$ cat src/rtl/c2h_scan_sched_pkg.sv
// Shared definitions for the C2H scan scheduler and its output register.
package c2h_scan_sched_pkg;

  localparam int C2H_DATA_W_DEF    = 128;
  localparam int C2H_PKT_BEATS_DEF = 256;
  localparam int C2H_CNT_W_DEF     = 32;

  typedef enum logic [1:0] {
    ST_IDLE = 2'd0,
    ST_ARB  = 2'd1,
    ST_XFER = 2'd2,
    ST_PAD  = 2'd3
  } c2h_state_e;

  // One-hot grant for two requesters; rr_ptr (0=src0, 1=src1) wins a tie.
  function automatic logic [1:0] rr_pick(input logic v0, input logic v1, input logic rr_ptr);
    logic [1:0] g;
    g = 2'b00;
    if (v0 && v1) g = rr_ptr ? 2'b10 : 2'b01;
    else if (v0)  g = 2'b01;
    else if (v1)  g = 2'b10;
    return g;
  endfunction

endpackage

$ cat src/rtl/c2h_axis_oreg.sv
// 1-deep AXI-stream output register shared by the C2H channels.
// Data/last are held stable while valid is high and the sink is not ready.
module c2h_axis_oreg
  import c2h_scan_sched_pkg::*;
#(
  parameter int DATA_W = C2H_DATA_W_DEF
) (
  input  logic              usr_clk,
  input  logic              usr_rst,
  input  logic              clr,
  input  logic              load,
  input  logic [DATA_W-1:0] din,
  input  logic              lin,
  input  logic              tready,
  output logic [DATA_W-1:0] tdata,
  output logic              tvalid,
  output logic              tlast,
  output logic              can_load
);

  assign can_load = !tvalid || tready;

  // Load a new beat when the slot is free or draining; otherwise hold.
  always_ff @(posedge usr_clk or posedge usr_rst) begin
    if (usr_rst) begin
      tdata  <= '0;
      tvalid <= 1'b0;
      tlast  <= 1'b0;
    end else if (clr) begin
      tdata  <= '0;
      tvalid <= 1'b0;
      tlast  <= 1'b0;
    end else if (load && can_load) begin
      tdata  <= din;
      tvalid <= 1'b1;
      tlast  <= lin;
    end else if (tready) begin
      tvalid <= 1'b0;
      tlast  <= 1'b0;
    end
  end

endmodule

$ cat src/rtl/c2h_scan_sched.sv
// C2H0 stream scheduler: packet-granular round-robin between two scan sources,
// zero-pads an interrupted packet up to its tlast so the descriptor is filled.
//
// state | meaning
// IDLE  | channel not running, no owner
// ARB   | running, waiting for a valid source to grant
// XFER  | forwarding owner beats until tlast
// PAD   | emitting zero beats until tlast after stop/run drop
module c2h_scan_sched
  import c2h_scan_sched_pkg::*;
#(
  parameter int DATA_W    = C2H_DATA_W_DEF,
  parameter int PKT_BEATS = C2H_PKT_BEATS_DEF,
  parameter int CNT_W     = C2H_CNT_W_DEF
) (
  input  logic                usr_clk,
  input  logic                usr_rst,
  input  logic                run_i,
  input  logic                stop_i,
  input  logic                c2h_rst_i,
  input  logic [DATA_W-1:0]   src0_tdata_i,
  input  logic                src0_valid_i,
  output logic                src0_ready_o,
  input  logic [DATA_W-1:0]   src1_tdata_i,
  input  logic                src1_valid_i,
  output logic                src1_ready_o,
  input  logic                s0_axis_c2h_tready_i,
  output logic [DATA_W-1:0]   s0_axis_c2h_tdata_o,
  output logic [DATA_W/8-1:0] s0_axis_c2h_tkeep_o,
  output logic [DATA_W/8-1:0] s0_axis_c2h_tuser_o,
  output logic                s0_axis_c2h_tvalid_o,
  output logic                s0_axis_c2h_tlast_o,
  output logic [1:0]          grant_o,
  output logic                busy_o,
  output logic [CNT_W-1:0]    pkt_cnt_o,
  output logic                trunc_err_o
);

  localparam int             BW        = $clog2(PKT_BEATS);
  localparam logic [BW-1:0]  LAST_BEAT = BW'(PKT_BEATS - 1);

  c2h_state_e        state;
  logic [1:0]        grant_q;
  logic              rr_ptr;
  logic [BW-1:0]     beat_cnt;
  logic [CNT_W-1:0]  pkt_cnt;
  logic              trunc_err;
  logic              can_load;
  logic              owner_valid;
  logic              ld;
  logic              ld_last;
  logic [DATA_W-1:0] ld_data;

  assign owner_valid  = (grant_q[0] && src0_valid_i) || (grant_q[1] && src1_valid_i);
  assign src0_ready_o = (state == ST_XFER) && grant_q[0] && can_load;
  assign src1_ready_o = (state == ST_XFER) && grant_q[1] && can_load;

  // Select what enters the output register this cycle: owner beat in XFER, zeros in PAD.
  always_comb begin
    ld      = 1'b0;
    ld_data = '0;
    ld_last = (beat_cnt == LAST_BEAT);
    if (!c2h_rst_i) begin
      if (state == ST_XFER && owner_valid && can_load) begin
        ld      = 1'b1;
        ld_data = grant_q[0] ? src0_tdata_i : src1_tdata_i;
      end else if (state == ST_PAD && can_load) begin
        ld = 1'b1;
      end
    end
  end

  // Sequencing FSM with arbiter, beat counter and packet counter.
  always_ff @(posedge usr_clk or posedge usr_rst) begin
    if (usr_rst) begin
      state     <= ST_IDLE;
      grant_q   <= 2'b00;
      rr_ptr    <= 1'b0;
      beat_cnt  <= '0;
      pkt_cnt   <= '0;
      trunc_err <= 1'b0;
    end else if (c2h_rst_i) begin
      state     <= ST_IDLE;
      grant_q   <= 2'b00;
      rr_ptr    <= 1'b0;
      beat_cnt  <= '0;
      pkt_cnt   <= '0;
      trunc_err <= 1'b0;
    end else begin
      if (ld) beat_cnt <= beat_cnt + BW'(1);
      case (state)
        ST_IDLE: begin
          grant_q <= 2'b00;
          if (run_i) state <= ST_ARB;
        end
        ST_ARB: begin
          if (!run_i || stop_i) begin
            state <= ST_IDLE;
          end else if (src0_valid_i || src1_valid_i) begin
            grant_q <= rr_pick(src0_valid_i, src1_valid_i, rr_ptr);
            state   <= ST_XFER;
          end
        end
        ST_XFER: begin
          if (ld && ld_last) begin
            // A stop landing on the final beat just ends the packet normally.
            rr_ptr  <= grant_q[0];
            pkt_cnt <= pkt_cnt + CNT_W'(1);
            grant_q <= 2'b00;
            state   <= (run_i && !stop_i) ? ST_ARB : ST_IDLE;
          end else if (stop_i || !run_i) begin
            // A beat taken this cycle makes the packet non-empty, so it must be padded.
            if (ld || beat_cnt != '0) begin
              state     <= ST_PAD;
              trunc_err <= 1'b1;
            end else begin
              state   <= ST_IDLE;
              grant_q <= 2'b00;
            end
          end
        end
        ST_PAD: begin
          if (ld && ld_last) begin
            pkt_cnt <= pkt_cnt + CNT_W'(1);
            grant_q <= 2'b00;
            state   <= ST_IDLE;
          end
        end
        default: state <= ST_IDLE;
      endcase
    end
  end

  c2h_axis_oreg #(.DATA_W(DATA_W)) u_oreg (
    .usr_clk  (usr_clk),
    .usr_rst  (usr_rst),
    .clr      (c2h_rst_i),
    .load     (ld),
    .din      (ld_data),
    .lin      (ld_last),
    .tready   (s0_axis_c2h_tready_i),
    .tdata    (s0_axis_c2h_tdata_o),
    .tvalid   (s0_axis_c2h_tvalid_o),
    .tlast    (s0_axis_c2h_tlast_o),
    .can_load (can_load)
  );

  assign s0_axis_c2h_tkeep_o = '1;
  assign s0_axis_c2h_tuser_o = '0;
  assign grant_o             = grant_q;
  assign busy_o              = (state != ST_IDLE);
  assign pkt_cnt_o           = pkt_cnt;
  assign trunc_err_o         = trunc_err;

endmodule

$ cat config.mk
export PLATFORM = sky130hd
export DESIGN_NAME = c2h_scan_sched
export DESIGN_NICKNAME = d
export VERILOG_FILES = /design/src/rtl/c2h_scan_sched_pkg.sv /design/src/rtl/c2h_axis_oreg.sv /design/src/rtl/c2h_scan_sched.sv
export SDC_FILE = /design/constraint.sdc
export NUM_CORES = 1
export LEC_CHECK = 0
export BUFFER_PORTS_ARGS = -buffer_cell sky130_fd_sc_hd__buf_2
export CORE_AREA = 5 5 178 180
export DETAILED_ROUTE_END_ITERATION = 10
export DIE_AREA = 0 0 183 185
export GPL_ROUTABILITY_DRIVEN = 0
export PLACE_DENSITY = 0.58
export SYNTH_ARGS = -nofsm -noshare
export SYNTH_HDL_FRONTEND = slang
export SYNTH_SLANG_ARGS = --single-unit
$ cat constraint.sdc
create_clock -name usr_clk -period 13.2 [get_ports usr_clk]
set_input_delay 1.32 -clock usr_clk [delete_from_list [all_inputs] [get_ports usr_clk]]
set_output_delay 1.32 -clock usr_clk [all_outputs]
set_load 0.01 [all_outputs]
==> results_dict.tcl, run 1 <==
set metrics [dict create \
    grt_pass1_wl_um 46260 \
    p_leak_nw 5.730 \
    portBuffers 431 \
    ctsHoldBuffers 0 \
    rsz0062_at_grt "false" \
    cp.depth 5 \
    path_buf_inv 1 \
    path_clk_slew_ns 0.08 \
    worstPathArrival_ns 3.73 \
    worstPathCellList "buf_2 > nor3_4 > nand4_1 > nor4_1 > mux2_2" \
    syn_area_sq_mm 0.008713 \
    synth_area_per_cell_sq_um 9.890 \
    synth_ff_type "dfrtp_1" \
    p_per_area_mw_per_mm2 96.96 \
    hold_class "flip-flop to flip-flop" \
    placed_area_sq_mm 0.01104 \
    stdcell_area_sq_mm 0.01161 \
    die_w_um 183 \
    hold_viol_final 0 \
    fillers 3044 \
    maxSlewHeadroom_pct 35.02 \
    numCtsBuffers 17 \
    period_share_pct 25.88 \
    clockBufferDepth 2 \
    syn_inst 881 \
    root_buffer "clkbuf_16" \
    cts_tree "yes" \
    period_needed_ns 3.416 \
    final_common_cell "buf_2" \
    fin_hold_ws_ns 0.4738 \
    drive_gt1_share_pct 37.05 \
    crit_fanout 46 \
    ys_warn_count 0 \
    synth_edf_count 0 \
    grt_pass1_vias 8000 \
    coreArea_sq_mm 0.03003 \
    nNetsFinal 1547 \
    finalSetupViolations 0 \
    critPathRequiredTime_ns 13.51 \
    outcome "finished clean" \
    start_util_pct 29.02 \
    num_rows 64 \
    layout_common_cells "431 x buf_2, 175 x dfrtp_1, 154 x nand2_1" \
    worstSkewPairLatency_ns 0.42 \
    die_h_um 185 \
    max_stage_delay_ns 0.70 \
    worstHoldPathCells 2 \
    dieArea_sq_mm 0.03386 \
    slew_violations 0 \
    clock-sinks 176 \
    peakVddDrop_mv 0.06053 \
    finClkSkew_ns 0.01540 \
    max_freq_ghz 0.2927 \
    detail_route.vias_per_cell 4.735 \
    worstSetupStartpointType "primary input" \
    ys_ff_latch 176 \
    cts_setup_buffers 0 \
    ios 464 \
    cts-htree-levels 4 \
    dr.pass1.iters 5 \
    ys_seq_area_share_pct 50.55 \
    drt_iter0_markers 467 \
    path_class "primary input to flip-flop" \
    tightest_slew_ns 0.9747 \
    synth_cell_types 47 \
    vias 8026 \
    detail-route-antenna-nets 0 \
    wl_per_cell_um 18.09 \
    grtUsageTotal_pct 17.34 \
    routed_wl_um 30660 \
    drcViolationCount 0 \
    grt_start_max_net_pins 80 \
    ys_async_sr_fraction_pct 100.0 \
    hpwlAfterDp_um 23250 \
    antenna_found_initial 9 \
    r2r_cells 4 \
    setup_tns_ns 0 \
    cp-end-kind "flip-flop" \
    drv_cap 0 \
    grt_remaining_overflow 0 \
    area_growth_pct 33.27 \
    cp_slowest_cell "nand4_1" \
    post_cts_resized 0 \
    critical-path-top-delay-family "simple AND/OR/NAND/NOR gates" \
]
[flip-flops by register name, indices dropped and copies added, names as in the netlist]
name and count:
beat_cnt 8, grant_o 2, pkt_cnt_o 32, rr_ptr 1, state 2, trunc_err_o 1, u_oreg.tdata 128, u_oreg.tlast 1
u_oreg.tvalid 1
[routing by layer]
metal  vias up  routed length [um]  global-route usage, %
li1       3841                   -                      -
met1      3879               12180                  21.47
met2       278               15290                  28.93
met3        20                2819                  6.913
met4         8                 320                  3.456
met5         -                  48                      0
[worst register-to-register path: cells and delay by family (launching register included)]
| kind | cells | cell delay, ns |
|---|---|---|
| compound gates | 1 | 0.13 |
| mux | 1 | 0.50 |
| buf+inv | 2 | 1.48 |
| flops | 1 | 0.97 |
[stage by stage]
stage               cells  setup slack, ns  utilization, %  total power [mW]
floorplan             911            7.106               -            0.5983
CTS                  1689            9.826           38.62             1.144
finish               1695            9.784           38.67             1.126
detailed placement   1657            9.355           36.75            0.6424
global placement     1657            9.404           36.75            0.6413
global route         1692            9.548           38.65             1.176
[power breakdown]
| group | leakage [nW] | switching, mW | internal, mW |
|---|---|---|---|
| Combinational | 3.01 | 0.0495 | 0.0401 |
| Sequential | 2.46 | 0.00139 | 0.539 |
| Clock | 0.265 | 0.241 | 0.255 |
| Total | 5.73 | 0.292 | 0.834 |
[worst paths after layout]
| check | startpoint | slack, ns | end |
|---|---|---|---|
| setup reg to reg | grant_o[0] | 9.97 | u_oreg.tdata[86] |
| hold / removal | u_oreg.tdata[8] | 0.47 | u_oreg.tdata[8] |
| max in group asynchronous | usr_rst | 10.95 | grant_o[0] |
| setup / recovery | c2h_rst_i | 9.78 | pkt_cnt_o[25] |
| min in group asynchronous | usr_rst | 0.89 | u_oreg.tdata[74] |
| hold reg to reg | u_oreg.tdata[8] | 0.47 | u_oreg.tdata[8] |
[area by class of cell]
cell class,instances,area [sq um],share of cell area (%)
flip-flops and latches,176,4408,37.96
multi-input cells,636,3872,33.35
repair buffers,439,2217,19.09
well taps,396,495.5,4.267
clock buffers,19,442.9,3.814
clock inverters,13,118.9,1.024
inverters,10,42.54,0.3663
diodes,6,15.01,0.1293
[synth_stat cells (all sizes together), types with 7 or more instances]
library cell  instances  share of area (%)
a21oi                20                1.1
xor2                 10                1.0
o31ai                 7               0.60
buf                  55                4.5
inv                  10               0.43
nand2               154                6.6
or3                  10               0.72
nor2                 28                1.2
nand4                15                1.1
nand3                17               0.98
o21ai               138                7.9
dfrtp               176                 51
or4                   9               0.78
clkbuf               34                1.5
and3                  9               0.65
mux2i               130                 15
[cell families after synthesis]
group,share of synthesized area (%)
xor gates and xnor gates,1.407
and+or+nand+nor,13.97
DFF,50.55
AOI/OAI and AO/OA,12.11
adders and majority gates,0.4308
buffers and inverters,6.390
other,0.08619
muxes,15.06
(Power assumes the default switching activity.)
==> run 2, diff against run 1 <==
ABC_AREA = 1   (was default)
PLACE_DENSITY = 0.62   (was 0.58)
clock period = 3.2 ns   (was 13.2 ns; I/O delays follow)
==> results_dict.tcl, run 2 <==
set metrics [dict create \
    path_buf_inv 2 \
    finClkSkew_ns 0.02221 \
    synth_ff_type "dfrtp_1" \
    coreArea_sq_mm 0.03003 \
    detail_route.vias_per_cell 4.937 \
    synth_largest_area_cell "dfrtp_1" \
    fin_ws_ns 0.7224 \
    syn_area_sq_mm 0.009808 \
    final_common_cell "buf_2" \
    synth.most_common_cell "dfrtp_1" \
    numCtsBuffers 17 \
    period_share_pct 77.43 \
    die_w_um 183 \
    dieArea_sq_mm 0.03386 \
    synth_top_cell_area_share_pct 44.90 \
    syn_inst 1063 \
    drt_iter0_markers 579 \
    cp-end-kind "flip-flop" \
    seq_area_sq_mm 0.004408 \
    drv_cap 0 \
    layout_common_cells "431 x buf_2, 175 x dfrtp_1, 169 x nand3_1" \
    worstSkewPairLatency_ns 0.44 \
    max_freq_ghz 0.4036 \
    synth_area_per_cell_sq_um 9.227 \
    placed_area_sq_mm 0.01212 \
    cts_tree "yes" \
    max_stage_delay_ns 0.38 \
    finalSetupViolations 0 \
    setup_tns_ns 0 \
    synthTopCellsByCount "176 x dfrtp_1, 169 x nand3_1, 136 x nand2_1" \
    synth_cell_types 36 \
    nNetsFinal 1723 \
    clock-sinks 176 \
    outcome "finished clean" \
    stdcell_area_sq_mm 0.01277 \
    largest_reg_flops 128 \
    fillers 3057 \
    cp_slowest_cell "nand3_2" \
    routed_wl_um 33950 \
    multiInputGateArea_sq_mm 0.004661 \
    detail-route-antenna-nets 0 \
    path_clk_slew_ns 0.08 \
    ys_seq_area_share_pct 44.90 \
    path_class "flip-flop to flip-flop" \
    ys_async_sr_fraction_pct 100.0 \
    hold_class "primary input to asynchronous set/reset pin" \
    peakVddDrop_mv 0.2475 \
    crit_fanout 22 \
    ys_warn_count 0 \
    period_needed_ns 2.478 \
    wl_per_cell_um 18.14 \
    ctsHoldBuffers 0 \
    num_rows 64 \
    place_inst 1833 \
    grt_pass1_vias 9087 \
    cts-htree-levels 4 \
    dp_slack_ns 0.7782 \
    portBuffers 431 \
    post_cts_resized 0 \
    dr.pass1.iters 5 \
    clockBufferDepth 2 \
    root_buffer "clkbuf_16" \
    tightest_slew_ns 0.9751 \
    drcViolationCount 0 \
    worstSetupStartpointType "flip-flop" \
    hpwlAfterDp_um 25640 \
    worstPathCellList "ha_1 > nand3_1 > nor3_1 > nand3_2 > nand2_1 > buf_4 > inv_1 > nand2_1 > o21ai_0" \
    critical-path-top-delay-family "simple AND/OR/NAND/NOR gates" \
    grt_start_max_net_pins 91 \
    worstPathArrival_ns 2.76 \
    p_leak_nw 6.357 \
    cts_setup_buffers 0 \
    crit_top_cell "nand2_1" \
    ios 464 \
    ys_top_cells_by_area "dfrtp_1 45%, mux2i_1 13%, o21ai_2 8.9%" \
    grt_remaining_overflow 0 \
    rsz0062_at_grt "false" \
    maxSlewHeadroom_pct 35.00 \
    start_util_pct 32.66 \
    drive_gt1_share_pct 40.10 \
    grt_pass1_wl_um 51270 \
    antenna_found_initial 10 \
    p_per_area_mw_per_mm2 399.9 \
    ys_ff_latch 176 \
    slew_violations 0 \
    hold_viol_final 0 \
    grtUsageTotal_pct 18.99 \
    regMostFlops "u_oreg.tdata" \
    fin_hold_ws_ns 0.04270 \
    area_growth_pct 30.22 \
    vias 9238 \
    critPathRequiredTime_ns 3.49 \
    die_h_um 185 \
    layoutNonFillerInstCount 1871 \
    synth_edf_count 0 \
]
==> run 2: worst paths after layout <==
kind / from / endpoint / cells after the start / slack (ns)
worst min register to register: u_oreg.tdata[44] / u_oreg.tdata[44] / 2 / 0.51
worst max register to register: beat_cnt[0] / pkt_cnt_o[25] / 9 / 0.72
min in group usr_clk: src1_tdata_i[13] / u_oreg.tdata[13] / 3 / 0.16
worst min-delay path: usr_rst / u_oreg.tdata[113] / 2 / 0.04
max in group asynchronous: usr_rst / pkt_cnt_o[16] / 3 / 2.28
worst max-delay path: beat_cnt[0] / pkt_cnt_o[25] / 9 / 0.72
==> run 2: kinds of logic (layout without fill, tap and decap cells) <==
logic type | Yosys count | count (layout) | synth area share [%]
AND/OR/NAND/NOR | 411 | 411 | 19.17
buffers and inverters | 159 | 535 | 8.725
AO/OA/AOI/OAI | 176 | 176 | 12.96
flip-flops | 176 | 176 | 44.90
adder cells (fa/ha/maj) | 3 | 3 | 0.3827
other | 2 | 38 | 0.07657
XOR/XNOR | 8 | 8 | 0.7144
multiplexers | 128 | 128 | 13.06
==> run 2: final cells by class <==
type / count / area share, %
antenna: 6 / 0.1176
clock buffer: 17 / 3.331
inverter: 60 / 1.832
timing repair buffer: 443 / 18.18
tap: 396 / 3.879
multi-input combinational: 758 / 36.49
sequential: 176 / 34.51
clock inverter: 15 / 1.656
==> run 2: power by group <==
part	switching [mW]	total, mW	internal, mW
clock	1.04	2.25	1.21
combinational	0.363	0.621	0.258
sequential	0.00734	2.24	2.23
==> run 2: worst reg2reg max path, cell delays in order, from the launching register on <==
cell	delay, ns
dfrtp_1	0.37
ha_1	0.24
nand3_1	0.11
nor3_1	0.37
nand3_2	0.38
nand2_1	0.15
buf_4	0.27
inv_1	0.27
nand2_1	0.11
o21ai_0	0.09
==> run 2: per-layer routing <==
layer | routed length (um) | vias to the layer above | track usage (%)
li1 | - | 4385 | -
met1 | 13630 | 4465 | 23.95
met2 | 17090 | 347 | 32.12
met3 | 2737 | 33 | 5.833
met4 | 435 | 8 | 4.470
met5 | 55 | - | 0
==> run 2: through the flow <==
step                utilization (%)  total power [mW]
floorplan                         -             2.674
global placement              40.36             2.901
detailed placement            40.36             2.908
CTS                           42.48             5.176
global route                  42.52             5.314
finish                        42.53             5.108
